## src/rtl/dmem_arbiter_if.sv

```systemverilog
// Bus bundle for dmem_arbiter: CPU and host request ports, memory port and grant.
// slave = arbiter side, master = requesters/memory side.
interface dmem_arbiter_if #(
    parameter int DATA_W = 16,
    parameter int ADDR_W = 16
);
    logic              cpu_req_in;
    logic              cpu_wen_in;
    logic [ADDR_W-1:0] cpu_addr_in;
    logic [DATA_W-1:0] cpu_wdata_in;
    logic [DATA_W-1:0] cpu_rdata_out;
    logic              cpu_ack_out;
    logic              host_req_in;
    logic              host_wen_in;
    logic [ADDR_W-1:0] host_addr_in;
    logic [DATA_W-1:0] host_wdata_in;
    logic [DATA_W-1:0] host_rdata_out;
    logic              host_ack_out;
    logic              mem_en_out;
    logic              mem_wen_out;
    logic [ADDR_W-1:0] mem_addr_out;
    logic [DATA_W-1:0] mem_wdata_out;
    logic [DATA_W-1:0] mem_rdata_in;
    logic [1:0]        grant_out;

    modport slave (
        input  cpu_req_in, cpu_wen_in, cpu_addr_in, cpu_wdata_in,
        output cpu_rdata_out, cpu_ack_out,
        input  host_req_in, host_wen_in, host_addr_in, host_wdata_in,
        output host_rdata_out, host_ack_out,
        output mem_en_out, mem_wen_out, mem_addr_out, mem_wdata_out,
        input  mem_rdata_in,
        output grant_out
    );

    modport master (
        output cpu_req_in, cpu_wen_in, cpu_addr_in, cpu_wdata_in,
        input  cpu_rdata_out, cpu_ack_out,
        output host_req_in, host_wen_in, host_addr_in, host_wdata_in,
        input  host_rdata_out, host_ack_out,
        input  mem_en_out, mem_wen_out, mem_addr_out, mem_wdata_out,
        output mem_rdata_in,
        input  grant_out
    );
endinterface

```

## src/rtl/dmem_arbiter.sv

```systemverilog
// CPU/host arbiter for the single-port data memory; all outputs registered.
// Define DMEM_ARB_HOST_PRIO_EN for fixed host priority on ties (default: round-robin).
module dmem_arbiter #(
    parameter int DATA_W      = 16,
    parameter int ADDR_W      = 16,
    parameter int WAIT_CYCLES = 1
) (
    input  logic           clk,
    input  logic           rst_n,
    dmem_arbiter_if.slave  bus
);
    localparam int CNT_W = $clog2(WAIT_CYCLES + 1);

    generate
        if (WAIT_CYCLES < 1) begin : g_bad_wait
            $error("dmem_arbiter: WAIT_CYCLES must be >= 1");
        end
    endgenerate

    typedef enum logic [1:0] {ST_IDLE, ST_ACCESS, ST_CAPTURE, ST_DONE} state_e;
    typedef enum logic [1:0] {OWN_NONE = 2'b00, OWN_CPU = 2'b01, OWN_HOST = 2'b10} owner_e;

    state_e            state_q, state_d;
    owner_e            owner_q, owner_d;
    owner_e            grant_q, grant_d;
    logic [CNT_W-1:0]  cnt_q, cnt_d;
    logic              last_host_q, last_host_d;
    logic              wen_q, wen_d;
    logic              mem_en_q, mem_en_d;
    logic              mem_wen_q, mem_wen_d;
    logic [ADDR_W-1:0] mem_addr_q, mem_addr_d;
    logic [DATA_W-1:0] mem_wdata_q, mem_wdata_d;
    logic [DATA_W-1:0] cpu_rdata_q, cpu_rdata_d;
    logic [DATA_W-1:0] host_rdata_q, host_rdata_d;
    logic              cpu_ack_q, cpu_ack_d;
    logic              host_ack_q, host_ack_d;
    logic              tie_host;
    logic              grant_host;

    always_ff @(posedge clk or negedge rst_n) begin
        if (!rst_n) begin
            state_q      <= ST_IDLE;
            owner_q      <= OWN_NONE;
            grant_q      <= OWN_NONE;
            cnt_q        <= '0;
            last_host_q  <= 1'b1;
            wen_q        <= 1'b1;
            mem_en_q     <= 1'b0;
            mem_wen_q    <= 1'b1;
            mem_addr_q   <= '0;
            mem_wdata_q  <= '0;
            cpu_rdata_q  <= '0;
            host_rdata_q <= '0;
            cpu_ack_q    <= 1'b0;
            host_ack_q   <= 1'b0;
        end else begin
            state_q      <= state_d;
            owner_q      <= owner_d;
            grant_q      <= grant_d;
            cnt_q        <= cnt_d;
            last_host_q  <= last_host_d;
            wen_q        <= wen_d;
            mem_en_q     <= mem_en_d;
            mem_wen_q    <= mem_wen_d;
            mem_addr_q   <= mem_addr_d;
            mem_wdata_q  <= mem_wdata_d;
            cpu_rdata_q  <= cpu_rdata_d;
            host_rdata_q <= host_rdata_d;
            cpu_ack_q    <= cpu_ack_d;
            host_ack_q   <= host_ack_d;
        end
    end

    // mem_addr_q/mem_wdata_q double as the latched request fields.
    always_comb begin
        state_d     = state_q;
        owner_d     = owner_q;
        cnt_d       = cnt_q;
        last_host_d = last_host_q;
        wen_d       = wen_q;
        mem_addr_d  = mem_addr_q;
        mem_wdata_d = mem_wdata_q;
`ifdef DMEM_ARB_HOST_PRIO_EN
        tie_host    = 1'b1;
`else
        tie_host    = ~last_host_q;
`endif
        grant_host  = bus.host_req_in & (~bus.cpu_req_in | tie_host);
        case (state_q)
            ST_IDLE: begin
                if (bus.cpu_req_in || bus.host_req_in) begin
                    state_d     = ST_ACCESS;
                    cnt_d       = CNT_W'(WAIT_CYCLES);
                    owner_d     = grant_host ? OWN_HOST : OWN_CPU;
                    last_host_d = grant_host;
                    wen_d       = grant_host ? bus.host_wen_in   : bus.cpu_wen_in;
                    mem_addr_d  = grant_host ? bus.host_addr_in  : bus.cpu_addr_in;
                    mem_wdata_d = grant_host ? bus.host_wdata_in : bus.cpu_wdata_in;
                end
            end
            ST_ACCESS: begin
                cnt_d = cnt_q - 1'b1;
                if (cnt_q == CNT_W'(1)) begin
                    state_d = ST_CAPTURE;
                end
            end
            ST_CAPTURE: state_d = ST_DONE;
            default:    state_d = ST_IDLE;
        endcase
    end

    always_comb begin
        mem_en_d     = (state_d == ST_ACCESS);
        mem_wen_d    = (state_d == ST_ACCESS) ? wen_d : 1'b1;
        grant_d      = (state_d == ST_IDLE) ? OWN_NONE : owner_d;
        cpu_ack_d    = (state_q == ST_CAPTURE) && (owner_q == OWN_CPU);
        host_ack_d   = (state_q == ST_CAPTURE) && (owner_q == OWN_HOST);
        cpu_rdata_d  = cpu_rdata_q;
        host_rdata_d = host_rdata_q;
        if ((state_q == ST_CAPTURE) && wen_q) begin
            if (owner_q == OWN_CPU) begin
                cpu_rdata_d = bus.mem_rdata_in;
            end else if (owner_q == OWN_HOST) begin
                host_rdata_d = bus.mem_rdata_in;
            end
        end
    end

    assign bus.mem_en_out     = mem_en_q;
    assign bus.mem_wen_out    = mem_wen_q;
    assign bus.mem_addr_out   = mem_addr_q;
    assign bus.mem_wdata_out  = mem_wdata_q;
    assign bus.cpu_rdata_out  = cpu_rdata_q;
    assign bus.host_rdata_out = host_rdata_q;
    assign bus.cpu_ack_out    = cpu_ack_q;
    assign bus.host_ack_out   = host_ack_q;
    assign bus.grant_out      = grant_q;
endmodule

```

## src/flat_wrapper.sv

```systemverilog
// flat-port wrapper written by rule: the top's interface ports become plain ports
module dmem_arbiter_flat 
#(
    parameter int DATA_W      = 16,
    parameter int ADDR_W      = 16,
    parameter int WAIT_CYCLES = 1
)
  (clk, rst_n, bus_cpu_req_in, bus_cpu_wen_in, bus_cpu_addr_in, bus_cpu_wdata_in, bus_cpu_rdata_out, bus_cpu_ack_out, bus_host_req_in, bus_host_wen_in, bus_host_addr_in, bus_host_wdata_in, bus_host_rdata_out, bus_host_ack_out, bus_mem_en_out, bus_mem_wen_out, bus_mem_addr_out, bus_mem_wdata_out, bus_mem_rdata_in, bus_grant_out);
  dmem_arbiter_if #(.DATA_W(DATA_W), .ADDR_W(ADDR_W)) bus_i ();
  input  logic clk;
  input  logic rst_n;
  input wire logic [$bits(bus_i.cpu_req_in)-1:0] bus_cpu_req_in;
  input wire logic [$bits(bus_i.cpu_wen_in)-1:0] bus_cpu_wen_in;
  input wire logic [$bits(bus_i.cpu_addr_in)-1:0] bus_cpu_addr_in;
  input wire logic [$bits(bus_i.cpu_wdata_in)-1:0] bus_cpu_wdata_in;
  output wire logic [$bits(bus_i.cpu_rdata_out)-1:0] bus_cpu_rdata_out;
  output wire logic [$bits(bus_i.cpu_ack_out)-1:0] bus_cpu_ack_out;
  input wire logic [$bits(bus_i.host_req_in)-1:0] bus_host_req_in;
  input wire logic [$bits(bus_i.host_wen_in)-1:0] bus_host_wen_in;
  input wire logic [$bits(bus_i.host_addr_in)-1:0] bus_host_addr_in;
  input wire logic [$bits(bus_i.host_wdata_in)-1:0] bus_host_wdata_in;
  output wire logic [$bits(bus_i.host_rdata_out)-1:0] bus_host_rdata_out;
  output wire logic [$bits(bus_i.host_ack_out)-1:0] bus_host_ack_out;
  output wire logic [$bits(bus_i.mem_en_out)-1:0] bus_mem_en_out;
  output wire logic [$bits(bus_i.mem_wen_out)-1:0] bus_mem_wen_out;
  output wire logic [$bits(bus_i.mem_addr_out)-1:0] bus_mem_addr_out;
  output wire logic [$bits(bus_i.mem_wdata_out)-1:0] bus_mem_wdata_out;
  input wire logic [$bits(bus_i.mem_rdata_in)-1:0] bus_mem_rdata_in;
  output wire logic [$bits(bus_i.grant_out)-1:0] bus_grant_out;
  assign bus_i.cpu_req_in = bus_cpu_req_in;
  assign bus_i.cpu_wen_in = bus_cpu_wen_in;
  assign bus_i.cpu_addr_in = bus_cpu_addr_in;
  assign bus_i.cpu_wdata_in = bus_cpu_wdata_in;
  assign bus_cpu_rdata_out = bus_i.cpu_rdata_out;
  assign bus_cpu_ack_out = bus_i.cpu_ack_out;
  assign bus_i.host_req_in = bus_host_req_in;
  assign bus_i.host_wen_in = bus_host_wen_in;
  assign bus_i.host_addr_in = bus_host_addr_in;
  assign bus_i.host_wdata_in = bus_host_wdata_in;
  assign bus_host_rdata_out = bus_i.host_rdata_out;
  assign bus_host_ack_out = bus_i.host_ack_out;
  assign bus_mem_en_out = bus_i.mem_en_out;
  assign bus_mem_wen_out = bus_i.mem_wen_out;
  assign bus_mem_addr_out = bus_i.mem_addr_out;
  assign bus_mem_wdata_out = bus_i.mem_wdata_out;
  assign bus_i.mem_rdata_in = bus_mem_rdata_in;
  assign bus_grant_out = bus_i.grant_out;
  dmem_arbiter #(.DATA_W(DATA_W), .ADDR_W(ADDR_W), .WAIT_CYCLES(WAIT_CYCLES)) u_core (.clk(clk), .rst_n(rst_n), .bus(bus_i));
endmodule
```

## config.mk

```make
export PLATFORM = sky130hd
export DESIGN_NAME = dmem_arbiter_flat
export DESIGN_NICKNAME = d
export VERILOG_FILES = /design/src/rtl/dmem_arbiter_if.sv /design/src/rtl/dmem_arbiter.sv /design/src/flat_wrapper.sv
export SDC_FILE = /design/constraint.sdc
export NUM_CORES = 1
export LEC_CHECK = 0
export CORE_UTILIZATION = 37
export DETAILED_ROUTE_END_ITERATION = 8
export GPL_ROUTABILITY_DRIVEN = 0
export MAX_ROUTING_LAYER = met4
export PLACE_DENSITY = 0.74
export SLEW_MARGIN = 30
export SYNTH_ARGS = -nofsm -noshare
export SYNTH_HDL_FRONTEND = slang
export SYNTH_SLANG_ARGS = --single-unit
```

## constraint.sdc

```tcl
create_clock -name clk -period 1.4 [get_ports clk]
set_input_delay 0.28 -clock clk [delete_from_list [all_inputs] [get_ports clk]]
set_output_delay 0.28 -clock clk [all_outputs]
set_load 0.05 [all_outputs]
```

Word level (Yosys, flattened, before mapping) --
Index checks and enable logic that the tools add are counted.
Word-level totals: output and inout bits 70, logic and storage cells 52, bits of input ports 86, register bits 77
Operators by class: bitwise gates (word level) 5, reduce and logical (&&, ||, !) cells 11, mux-type cells 15, equal/unequal tests 6, $add $sub $neg 1
Operators by type and width (count):
- 16-bit two-way mux | 2
- 2-bit two-way mux | 6
- 2-bit by 1-bit == test with 1-bit output, second input constant | 3
- 2-bit one-hot mux with 3 select lines | 1
- 2-bit AND reduction | 3
- 1-bit two-way mux | 5
- 2-bit == test, second input constant | 2
- 2-bit zero test | 2
- 1-bit logical AND | 3
- 1-bit NOT | 3
- 3-bit AND reduction | 1
- 2-bit by 1-bit != test with 1-bit output, second input constant | 1
- 1-bit one-hot mux with 2 select lines | 1
- 2-bit nonzero test | 1
- 1-bit bitwise AND | 1
- 1-bit logical OR | 1
- 1-bit OR | 1
- 1-bit subtractor, second input constant | 1

Logic depth before layout (Yosys ltp) --
Gate-level depths: netlist of the first run.
word-level depth 7, mapped depth 6, gate-level depth less buffers 3

Worst setup path after synthesis of the first run --
OpenSTA, ideal clock, no wires.
path type register to register, start register u_core.state_q[0], end register u_core.cpu_rdata_q[10] (netlist: u_core.bus.cpu_rdata_out[10]), cell stages (with the launch flop) 5, required time 1.275 ns, clock period less this slack 1.475 ns, slack -0.075 ns, path buffers 1, arrival time 1.350 ns, setup time 0.125 ns, path through dfrtp_1 nand3b_2 nor2_4 buf_6 mux2_2
On the way: cells in the longest elaborated chain, start to end 3
RTL lines:
- start: declaration | line dmem_arbiter.sv:23 | state_e state_q, state_d;
- start signal: assignment | line dmem_arbiter.sv:57 | state_q <= state_d;
- 2-bit == test | line dmem_arbiter.sv:120 | if ((state_q == ST_CAPTURE) && wen_q) begin
- 1-bit logical AND | line dmem_arbiter.sv:120
- 2-bit AND reduction (no source line)
- end signal: assignment | line dmem_arbiter.sv:67 | cpu_rdata_q <= cpu_rdata_d;
- end: declaration | line dmem_arbiter.sv:33 | logic [DATA_W-1:0] cpu_rdata_q, cpu_rdata_d;
Every way passes these cells. A chain may end at the register's enable or synchronous reset.

Final worst setup path of the first run --
start register u_core.wen_q, end register u_core.cpu_rdata_q[1] (netlist: u_core.bus.cpu_rdata_out[1])
On the way: cells in the longest elaborated chain, start to end 2
RTL lines:
- start: declaration | line dmem_arbiter.sv:28 | logic wen_q, wen_d;
- start signal: assignment | line dmem_arbiter.sv:62 | wen_q <= wen_d;
- 1-bit logical AND | line dmem_arbiter.sv:120
- 2-bit AND reduction (no source line)
Every way passes these cells.

==> metrics.md, run 1 <==
| Metric | Value |
|---|---|
| WL final | 9980 um |
| Worst relative slew slack | 0.767 |
| Via count | 2,959 |
| IO Pins | 156 |
| Number of buffers created by CTS | 9 |
| DP HPWL | 7540 um |
| Top_reg_cell synth | dfrtp_1 |
| RSZ-0062 raised after global routing | yes |
| Core area | 8680 um^2 |
| Hold Fails Final Rpt | 0 |
| Gate power share | 0.618 |
| Sequential cell area fraction in the yosys report | 0.585 |
| Critical path peak fanout | 16 |
| Synth async-reset ratio | 1.00 |
| Port Buffer Count | roughly 160 |
| All-Layer GR Usage | 0.225 |
| Top cells by area, synth | dfrtp_1 (56%), mux2_2 (11%), nand2_1 (7.9%) |
| Setup Total Neg Slack | -0.587 ns |
| Hold Path Class | input pin to asynchronous set/reset pin |
| Power Internal | between 9000 and 10,000 uW |
| CP top delay family | flip-flops |
| CTS tree | done |
| Worst-path clk slew | about 0.090 ns |
| Max Slew Vio Count | 0 |
| Worst Path Arrival | around 1.7 ns |
| Critical Path, Cell by Cell | nand3b_4, nor2_4, buf_12, mux2_2 |
| Final min period | 1.46 ns |
| Sw Ratio | 0.426 |
| Starting Density | 0.380 |
| Final setup vio count | 28 |
| Synth area leader | dfrtp_1 |
| Max VDD drop | approximately 1.1 mV |
| Root buf cell | clkbuf_8 |
| Clock buffer depth | 2 |
| WP data required | 1.63 ns |
| Final Power | 17,100 uW |
| Vias in the first global route | roughly 3,000 |
| Largest stage delay, worst path | approximately 0.57 ns |
| Final Skew | 0.0129 ns |
| CTS sink cnt | 77 |
| H-tree Lvls | 3 |
| Clock Latency Late Sink | 0.35 ns |
| Via/cell ratio | 5.11 |
| Share of cells above drive strength 1 | 0.318 |
| Max Cap Viol | 0 |
| Violated checks | setup timing |
| Reg-to-reg startpoint | u_core.wen_q |
| Critical Path End Type | flip-flop |
| Critical path depth | 4 |
| Highest Clock Rate | between 0.6 and 0.7 GHz |
| Status | complete, but fails checks |
| CP startpoint kind | flip-flop |
| Leakage | 0.00271 uW |
| DP Area | 5900 um^2 |
| Final worst-path cycle share | 1.04 |
| Post-DRT Antenna Nets | 0 |
| Crit path kind | flip-flop to flip-flop |
| Flops & latches, synth | 77 |
| R2r setup slk | -0.06 ns |
| Worst R2R End | u_core.bus.cpu_rdata_out[1] |
| Switching pwr | 7300 uW |
| Cells after DPL | 562 |
| Final worst slack | -0.0581 ns |
| Avg Cell Area, Syn | 11.0 um^2 |
| Initial antenna violation count | 0 |
| WL per Instance | 17.2 um |
| Mapped Area | 3300 um^2 |
| Sequential Power Share | 0.262 |
| DRC | 0 |
| Die height | around 96 um |
| Post-Synthesis Cells | 299 |
| Antenna Cells | 0 |
| First-pass GRT wire length | 15,000 um |
| Total setup buffers inserted after CTS | 0 |
| Slowest CP cell | dfstp_2 |
| Die Width | 96.4 um |
| Largest net degree at the start of global routing | 36 |
| Drt pass-1 iters | 4 |
| Yosys cell types | 27 |
| Synthesis-to-finish area growth | 88.4% |
| Row cnt | 34 |
| FILL cells | between 500 and 600 |
| Top-area cell type share of the netlist area | 0.561 |
| Total grt overflow | 0 |
| Fin area | 6210 um^2 |
| Finished Layout Cells | 579 |
| Syn Nets | approximately 390 |
| Number of buffers and inverters on the critical path | 1 |
| Synth warn | 0 |
| Synth top cells by count | dfrtp_1 (74), nand2_1 (69), a21oi_1 (37) |
| Drt initial violations | 147 |
| Clock power frac | 0.120 |
| Worst R2R Path Depth | 4 |
| Worst slew pin tran | 0.349 ns |
| Pwr dens | around 2800 nW/um^2 |
| Top-count cell post-synth | dfrtp_1 |
| Full die area | just over 9000 um^2 |
| EDFF count, synth | 0 |
| Final nets | ~550 |
## area by class of cell
type                            instances  area, um^2  area share
Timing Repair Buffer                  177        2540       0.408
Sequential cell                        77        1930       0.311
Multi-Input combinational cell        201        1370       0.220
Clock buffer                           12         145      0.0234
Tap cell                              108         135      0.0217
Clock inverter                          4        97.6      0.0157
## placed cells by master, fill, tap and decap left out, types with 2 or more instances in the layout
cell type and count:
mux2_4 30, mux2_2 2, clkdlybuf4s50_1 84, dfrtp_1 74, clkbuf_1 2, bufinv_16 3, a21boi_0 2, buf_12 79
buf_4 11, nand2_1 69, buf_6 2, nor2_1 5, dfstp_2 3, clkbuf_8 10, nor2b_1 2, nand2b_1 6
a31oi_1 32, a31oi_2 2, nor2_4 3, a21oi_1 37
## repair_timing
| action | in CTS | in global routing |
|---|---|---|
| pin swaps | 0 | 0 |
| hold buffers | 1 | 0 |
| gates resized for setup | 15 | 3 |
| setup endpoints to repair | 29 | 66 |
| hold endpoints to repair | 20 | 0 |
## stage by stage
stage               utilization  hold slack, ns  setup slack, ns
floorplan                     -         -0.0156          -0.0410
finish                    0.716           0.416          -0.0581
CTS                       0.715           0.390          -0.0641
global route              0.716           0.444          -0.0971
global placement          0.679           0.205           -0.281
detailed placement        0.679           0.218           -0.347
## power by group through the flow
stage / Combinational (uW) / Clock, uW / Sequential (uW)
after global routing: 11000 / 2200 / 4600
after detailed placement: 10500 / 0 / 4520
after global placement: 10300 / 0 / 4450
after floorplan: 2110 / 0 / 7240
after CTS: 10600 / 2080 / 4490
final: 10600 / 2060 / 4500
## flip-flops by register name, summed over array words and instances, names as in the netlist
register                   count
u_core.cnt_q                   1
u_core.bus.mem_wen_out         1
u_core.bus.cpu_ack_out         1
u_core.bus.cpu_rdata_out      16
u_core.bus.mem_addr_out       16
u_core.bus.host_ack_out        1
u_core.last_host_q             1
u_core.bus.mem_wdata_out      16
u_core.bus.grant_out           2
u_core.wen_q                   1
u_core.bus.host_rdata_out     16
u_core.state_q                 2
u_core.owner_q                 2
u_core.bus.mem_en_out          1
## worst max-delay path by stage
stage | endpoint | start | slack, ns
after global routing | u_core.bus.cpu_rdata_out[0] | u_core.wen_q | -0.1
after CTS | u_core.bus.cpu_rdata_out[5] | u_core.wen_q | -0.06
after global placement | u_core.owner_q[1] | bus_host_req_in | -0.28
after floorplan | u_core.bus.cpu_rdata_out[10] | u_core.wen_q | -0.04
final | u_core.bus.cpu_rdata_out[1] | u_core.wen_q | -0.06
after detailed placement | u_core.owner_q[1] | bus_host_req_in | -0.35
## layer usage
layer / track usage / part of all wire / up-vias
li1: - / - / 1380
met5: - / 0 / -
met3: 0.0509 / 0.084 / 17
met1: 0.254 / 0.38 / 1433
met2: 0.388 / 0.52 / 129
met4: 0.0907 / 0.017 / 0
## cell families (layout without fill, tap and decap cells)
family	count (synthesis)	after routing	share of synthesized area
buffers and inverters	21	193	0.0417
flip-flops	77	77	0.585
multiplexers	32	32	0.109
AO/OA/AOI/OAI	81	81	0.149
AND/OR/NAND/NOR	88	88	0.115
No activity file was read; power rests on OpenSTA's default activity.
==> inputs of run 2 (changes only) <==
- REMOVE_ABC_BUFFERS: unset -> 1
- SLEW_MARGIN: 30 -> unset
==> run 2 against run 1 <==
Worst hold slack got worse by 0.045 ns. Clock power fell by 3%. Critical path depth stayed put. Cell area increased by 0.62%. Maximum frequency grew 0.13%. Die area is the same. Wire length is 1.7% higher. Sequential cell count unchanged. The flow still finishes with violations (setup timing). Non-clock buffer count up 6. Total power grew 0.72%. Via count rose by 2.7%. Count of clock-buffer cells in the layout decreased by 2. Critical endpoint is now u_core.bus.cpu_rdata_out[10].
==> metrics.md, run 2 (synthesized netlist as in run 1, its figures left out) <==
| Metric | Value |
|---|---|
| IO Pins | 156 |
| DP Area | 5810 um^2 |
| Setup Total Neg Slack | -0.938 ns |
| Worst slew pin tran | 0.293 ns |
| Die height | 96.4 um |
| Violated checks | setup timing |
| CTS sink cnt | 77 |
| Worst Path Arrival | about 1.7 ns |
| Via count | 3,040 |
| Final Power | 17,300 uW |
| Initial antenna violation count | 0 |
| Hold Path Class | input pin to asynchronous set/reset pin |
| Full die area | 9300 um^2 |
| Fin area | between 6000 and 7000 um^2 |
| Port Buffer Count | 155 |
| Total grt overflow | 0 |
| Max Cap Viol | 0 |
| Worst relative slew slack | 0.805 |
| Die Width | 96.4 um |
| Starting Density | 0.380 |
| Final nets | around 560 |
| R2r setup slk | -0.06 ns |
| FILL cells | 610 |
| Largest net degree at the start of global routing | 39 |
| Critical Path, Cell by Cell | nand3b_4, nor2_4, buf_12, mux2_2 |
| Largest stage delay, worst path | between 0.5 and 0.6 ns |
| Worst R2R Path Depth | 4 |
| WL final | 10,100 um |
| Vias in the first global route | 2,920 |
| WP data required | 1.62 ns |
| DRC | 0 |
| Highest Clock Rate | 0.687 GHz |
| Core area | between 8000 and 9000 um^2 |
| Reg-to-reg startpoint | u_core.wen_q |
| Commonest non-fill, non-tap cell in the layout | clkdlybuf4s50_1 |
| Number of buffers created by CTS | 9 |
| Crit path kind | flip-flop to flip-flop |
| Final Skew | 0.00507 ns |
| Status | complete, but fails checks |
| WL per Instance | 17.3 um |
| Max Slew Vio Count | 0 |
| Antenna Cells | 0 |
| Final worst slack | -0.0562 ns |
| DP HPWL | 7080 um |
| First-pass GRT wire length | 14,200 um |
| CTS tree | done |
| Hold Fails Final Rpt | 0 |
| Pwr dens | approximately 2800 nW/um^2 |
| H-tree Lvls | 3 |
| Final setup vio count | 32 |
| Worst-path clk slew | 0.08 ns |
| Hold WS | 0.370 ns |
| Via/cell ratio | slightly above 5 |
| Synthesis-to-finish area growth | 89.6% |
| Drt pass-1 iters | 4 |
| Clock buffer depth | 2 |
| Final min period | roughly 1.5 ns |
| Final worst-path cycle share | 1.04 |
| Drt initial violations | 79 |
| Critical path peak fanout | 16 |
| Clock Latency Late Sink | 0.33 ns |
| Post-DRT Antenna Nets | 0 |
| Critical Path End Type | flip-flop |
| CP startpoint kind | flip-flop |
| Slowest CP cell | dfstp_2 |
| RSZ-0062 raised after global routing | yes |
| Max VDD drop | 1.15 mV |
| Worst R2R End | u_core.bus.cpu_rdata_out[10] |
| All-Layer GR Usage | 0.212 |
| Share of cells above drive strength 1 | 0.329 |
| Root buf cell | clkbuf_8 |
| Row cnt | 34 |
| Leakage | 0.00272 uW |
| Most frequent cells in the layout | clkdlybuf4s50_1 (84), buf_12 (78), dfrtp_1 (74) |
[run 2: worst max path at each step]
stage	from	end	slack, ns	cells past startpoint
floorplan	u_core.state_q[1]	u_core.bus.mem_wdata_out[8]	-1.42	3
global placement	bus_cpu_req_in	u_core.bus.mem_wdata_out[8]	-0.20	6
detailed placement	bus_host_req_in	u_core.bus.mem_addr_out[12]	-0.26	5
CTS	u_core.wen_q	u_core.bus.host_rdata_out[2]	-0.03	4
global route	u_core.wen_q	u_core.bus.cpu_rdata_out[10]	-0.09	4
finish	u_core.wen_q	u_core.bus.cpu_rdata_out[10]	-0.06	4
[run 2: power by group]
group / total (uW) / internal, uW / switching, uW
Clock: 1990 / 1190 / 800
Combinational: 10800 / 5420 / 5360
Sequential: 4500 / 3320 / 1180
Total: 17300 / 9930 / 7340
[run 2: cell type report]
type	instances	area [um^2]	area share
timing repair buffer	183	2650	0.423
sequential	77	1930	0.309
clock inverter	6	111	0.0178
multi-input combinational	201	1300	0.208
clock buffer	10	128	0.0204
tap	108	135	0.0216
[run 2: repair_timing]
| action | 4_1_cts | 5_1_grt |
|---|---|---|
| buffers inserted | 0 | 3 |
| cloned | 0 | 4 |
| endpoints found under the hold margin | 13 | 0 |
| endpoints found under the setup margin | 32 | 64 |
| hold buffers | 1 | 0 |
| gates resized for setup | 3 | 15 |
[run 2: per-stage QoR]
stage	instances	utilization	worst slack, ns
after detailed placement	561	0.670	-0.255
after global routing	585	0.720	-0.0918
after global placement	561	0.670	-0.198
after CTS	578	0.700	-0.0327
after floorplan	278	-	-1.42
final	585	0.720	-0.0562
[run 2: layer usage]
metal | part of all wire | track usage | up-vias
li1 | - | - | 1397
met1 | 0.42 | 0.256 | 1477
met2 | 0.49 | 0.348 | 153
met3 | 0.076 | 0.0485 | 13
met4 | 0.012 | 0.0784 | 0
met5 | 0 | - | -
[run 2: critical path, delay by kind of cell, from the launching register on]
family	cells	cell delay, ns
flip-flops	1	0.58
multiplexers	1	0.35
AND/OR/NAND/NOR	2	0.23
buffers and inverters	1	0.18
